File: src/rtl/pc_unit_pkg.sv
// Shared control constants for the PC stage: next-PC select encodings,
// PC-stage FSM states and the default reset vector.
package pc_unit_pkg;

  typedef enum logic [1:0] {
    NextIns = 2'b00,
    RelJmp  = 2'b01,
    AbsJmp  = 2'b10,
    HALT    = 2'b11
  } pcSel_e;

  typedef enum logic {
    RUN    = 1'b0,
    HALTED = 1'b1
  } pcState_e;

  localparam logic [31:0] DEFAULT_RESET_PC = 32'h0000_0000;

  // Word offset to signed byte offset.
  function automatic logic [31:0] branchOffset(input logic [15:0] imm);
    branchOffset = {{14{imm[15]}}, imm, 2'b00};
  endfunction

endpackage

File: src/rtl/pc_unit_pc_next_calc.sv
// Combinational next-PC computation for the PC stage; HALT selects the
// current PC so the caller can load unconditionally.
module pc_next_calc
  import pc_unit_pkg::*;
(
  input  logic [31:0] pc,
  input  logic [1:0]  pcSel,
  input  logic [15:0] imm16,
  input  logic [25:0] jAddr,
  output logic [31:0] nextPc
);

  logic [31:0] seqPc;

  assign seqPc = pc + 32'd4;

  always_comb begin
    nextPc = seqPc;
    unique case (pcSel_e'(pcSel))
      NextIns: nextPc = seqPc;
      RelJmp:  nextPc = seqPc + branchOffset(imm16);
      AbsJmp:  nextPc = {seqPc[31:28], jAddr, 2'b00};
      HALT:    nextPc = pc;
      default: nextPc = seqPc;
    endcase
  end

endmodule

File: src/rtl/pc_unit.sv
// Program-counter stage: PC register, RUN/HALTED state machine and an
// optional retired-instruction counter enabled by `define PC_INSTRET_EN.
module pc_unit
  import pc_unit_pkg::*;
#(
  parameter logic [31:0] RESET_PC = DEFAULT_RESET_PC
) (
  input  logic        CLK,
  input  logic        RST,
  input  logic [1:0]  PCSel,
  input  logic [15:0] Imm16,
  input  logic [25:0] JAddr,
  input  logic        IMemReady,
  input  logic        Resume,
  output logic [31:0] PC,
  output logic [31:0] PCPlus4,
  output logic        Halted,
  output logic [31:0] InstRet,
  output logic        DbgState
);

  // Handshake: IMemReady is the valid for the instruction addressed by PC.
  // The stage has no backpressure; an instruction retires on every edge
  // where the state is RUN and IMemReady is high, otherwise nothing moves.

  pcState_e    state;
  pcState_e    stateNext;
  logic [31:0] pcNext;
  logic [31:0] pcCalc;
  logic        retire;

  pc_next_calc uNextCalc (
    .pc     (PC),
    .pcSel  (PCSel),
    .imm16  (Imm16),
    .jAddr  (JAddr),
    .nextPc (pcCalc)
  );

  assign PCPlus4  = PC + 32'd4;
  assign Halted   = (state == HALTED);
  assign DbgState = state;

  always_comb begin
    stateNext = state;
    pcNext    = PC;
    retire    = 1'b0;
    unique case (state)
      RUN: begin
        if (IMemReady) begin
          retire = 1'b1;
          pcNext = pcCalc;
          if (pcSel_e'(PCSel) == HALT) begin
            stateNext = HALTED;
          end
        end
      end
      HALTED: begin
        if (Resume) begin
          pcNext    = PCPlus4;
          stateNext = RUN;
        end
      end
      default: stateNext = RUN;
    endcase
  end

  always_ff @(posedge CLK) begin
    if (RST) begin
      state <= RUN;
      PC    <= RESET_PC;
    end else begin
      state <= stateNext;
      PC    <= pcNext;
    end
  end

`ifdef PC_INSTRET_EN
  logic [31:0] instRetCnt;

  always_ff @(posedge CLK) begin
    if (RST) begin
      instRetCnt <= 32'h0;
    end else if (retire) begin
      instRetCnt <= instRetCnt + 32'd1;
    end
  end

  assign InstRet = instRetCnt;
`else
  logic unusedRetire;
  assign unusedRetire = retire;
  assign InstRet      = 32'h0;
`endif

endmodule

File: config.mk
export PLATFORM = sky130hd
export DESIGN_NAME = pc_unit
export DESIGN_NICKNAME = d
export VERILOG_FILES = /design/src/rtl/pc_unit_pkg.sv /design/src/rtl/pc_unit_pc_next_calc.sv /design/src/rtl/pc_unit.sv
export SDC_FILE = /design/constraint.sdc
export NUM_CORES = 1
export LEC_CHECK = 0
export ABC_CLOCK_PERIOD_IN_PS = 11600
export BUFFER_PORTS_ARGS = -buffer_cell sky130_fd_sc_hd__buf_2
export CORE_MARGIN = 4
export CORE_UTILIZATION = 40
export DETAILED_ROUTE_END_ITERATION = 10
export PLACE_DENSITY = 0.64
export SYNTH_ARGS = -nofsm -noshare
export SYNTH_HDL_FRONTEND = slang
export SYNTH_SLANG_ARGS = --single-unit
File: constraint.sdc
create_clock -name CLK -period 11.6 [get_ports CLK]
set_clock_uncertainty 0.2 [all_clocks]
set_input_delay 1.74 -clock CLK [delete_from_list [all_inputs] [get_ports CLK]]
set_output_delay 1.74 -clock CLK [all_outputs]
set_load 0.005 [all_outputs]
==> impl_metrics.yaml <==
floorplanning:
  row_count: 37
  die_x_um: 111
  ios: 146
  core_mm2: 0.0103
  start_util_pct: 41.0
  dieArea_mm2: 0.0123
  die_h_um: 111
cts:
  cts-root-buf: "clkbuf_8"
  clk_pin_slew_worst_paths_ns: 0.07
  clk_latency_ns: 0.29
  hold_buffers: 0
  postCtsSetupBuffers: 0
  cts_tree: "built"
  cts_resized: 0
  cts_buffers: 5
  cts_max_level: 2
  clk_path_buf_depth: 2
  cts_sinks: 31
logic_synthesis:
  netlist_instances: 577
  yosysSeqAreaShare_pct: 14.7
  synth.cell_area_mm2: 0.00422
  async_flop_share_pct: 0
  ys_types: 64
  synth-edff-count: 0
  avgSynthCellArea_um2: 7.31
  ys_warn_count: 0
  synth-seq-cells: 31
  synth_flop_cell: "dfxtp_1"
final_layout:
  antenna_cells: 0
  final_area_mm2: 0.00481
  final_core_util_pct: 46.8
  nNetsFinal: 757
  fin_cells: 808
  area_growth_pct: 14.2
  nFillCells: 1092
  drive_gt1_share_pct: 20.4
detailed_routing:
  avgViaCountPerCell: 5.65
  drc: 0
  ant_nets: 0
  routed_wl_mm: 13.7
  wire_per_inst_um: 16.9
  drtIter0Drc: 269
  num_vias: 4563
  drtPass1Iterations: 4
sta:
  fin_tns_setup_ns: 0
  slew_headroom_pct: 51.4
  grt_setup_unrepaired: "no"
  period_share_pct: 42.0
  hold_viol: 0
  finalSetupViolations: 0
  report.final.slew_viol_count: 0
  worst_pin_slew_ns: 0.726
  fmax_ghz: 0.205
  min_period_ns: 4.87
setup_path:
  cp_max_fo: 4
  endpoint_kind: "flip-flop"
  worstPathArrival_ns: 4.90
  start_kind: "input port"
  required_ns: 11.63
  crit_start: "Imm16[0]"
  rr_startpoint: "PC[2]"
  r2r_slack_ns: 6.87
  critical_path_class: "input port to flip-flop"
place:
  place.port_buffers: 109
  gp_congestion: 0.898
  dp_hpwl_mm: 10.2
  placed_cell_area_mm2: 0.00471
  dp.cells: 800
worst_hold_path:
  holdCritStartpoint: "PC[22]"
  hold_class: "flip-flop to flip-flop"
global_routing:
  grt_pass1_vias: 4437
  antenna_found_initial: 0
  grt_usage_pct: 21.7
  grt-ovfl-total: 0
  grt_max_degree: 34
  grt_pass1_wl_mm: 22.4
power:
  vdd.ir_drop.worst_mv: 0.0461
  total_power_uw: 432
  p_leak_uw: 0.00237
  pwr_density_cell_mw_per_mm2: 89.7
job:
  drv_cap: 0
outcome:
  status: "completed"
==> through the flow <==
step	setup slack (ns)	hold slack [ns]
after CTS	6.75	0.363
after detailed placement	6.46	0.350
final	6.73	0.358
after floorplan	7.06	0.312
after global routing	6.39	0.388
after global placement	6.53	0.332
==> layer usage <==
layer	track usage, %	vias to the layer above	wire length, um
li1	-	2223	-
met1	29.5	2128	6170
met2	35.8	194	6220
met3	2.89	18	1030
met4	6.49	0	239
met5	0	-	0
==> sequential cells by signal, indices dropped and copies added, names as in the netlist <==
signal,count
DbgState,1
PC,30
==> critical path: stages <==
cell      delay (ns)
buf_2           0.08
ha_1            0.19
inv_1           0.07
fa_1            0.39
nor2b_1         0.12
o21ai_0         0.12
a21boi_2        0.24
o21ai_0         0.15
a31oi_1         0.26
o21ai_0         0.18
a311oi_1        0.60
a21oi_1         0.19
or4b_1          0.49
nand3_1         0.09
==> synth_stat cells, types with 19 or more instances <==
master / n / area share (%)
xor2_1: 20 / 4.2
nor2_1: 59 / 5.3
clkbuf_1: 20 / 1.8
ha_1: 37 / 11
a21oi_1: 48 / 5.7
dfxtp_1: 31 / 15
nand2_1: 37 / 3.3
nand3_1: 25 / 3.0
xnor2_1: 28 / 5.8
inv_1: 19 / 1.7
buf_4: 37 / 6.6
o21ai_0: 41 / 4.9
==> worst paths after layout <==
path,cells after the start,end
setup / recovery,14,PC[24]
hold / removal,2,PC[22]
setup reg to reg,15,PC[31]
hold reg to reg,2,PC[22]
==> power breakdown <==
group	switching, uW	internal [uW]
Sequential	13.7	115
Clock	44.1	54.2
Combinational	120	84.6
Total	178	254
==> final cells by class <==
cell class	instances	area [um^2]	area share [%]
clock buffer	8	100	2.08
inverter	19	71.3	1.48
multi-input combinational	500	3270	67.9
sequential	31	621	12.9
tap	136	170	3.53
timing repair buffer	114	583	12.1
==> cell families after synthesis <==
group	share of synthesized area, %
AND/OR/NAND/NOR	22.8
AO/OA/AOI/OAI	28.5
buffers and inverters	10.9
XOR/XNOR	10.6
adder cells (fa/ha/maj)	11.5
flip-flops	14.7
multiplexers	1.01
other	0.0889
==> cell usage in the layout, fill, tap and decap left out, types with 5 or more instances in the layout <==
cell type	n
dfxtp_1	31
o21bai_1	8
buf_4	5
and3_1	12
ha_1	37
nor2_1	59
conb_1	36
xor2_1	20
a211oi_1	6
nand2_1	37
inv_1	19
buf_2	109
a21o_1	15
a221oi_1	18
a31oi_1	10
a22oi_1	5
nand3_1	25
clkbuf_8	7
nand2b_1	9
a21oi_1	48
xnor2_1	28
nor3_1	16
o21ai_0	40
Power figures use the tool's default switching activity.
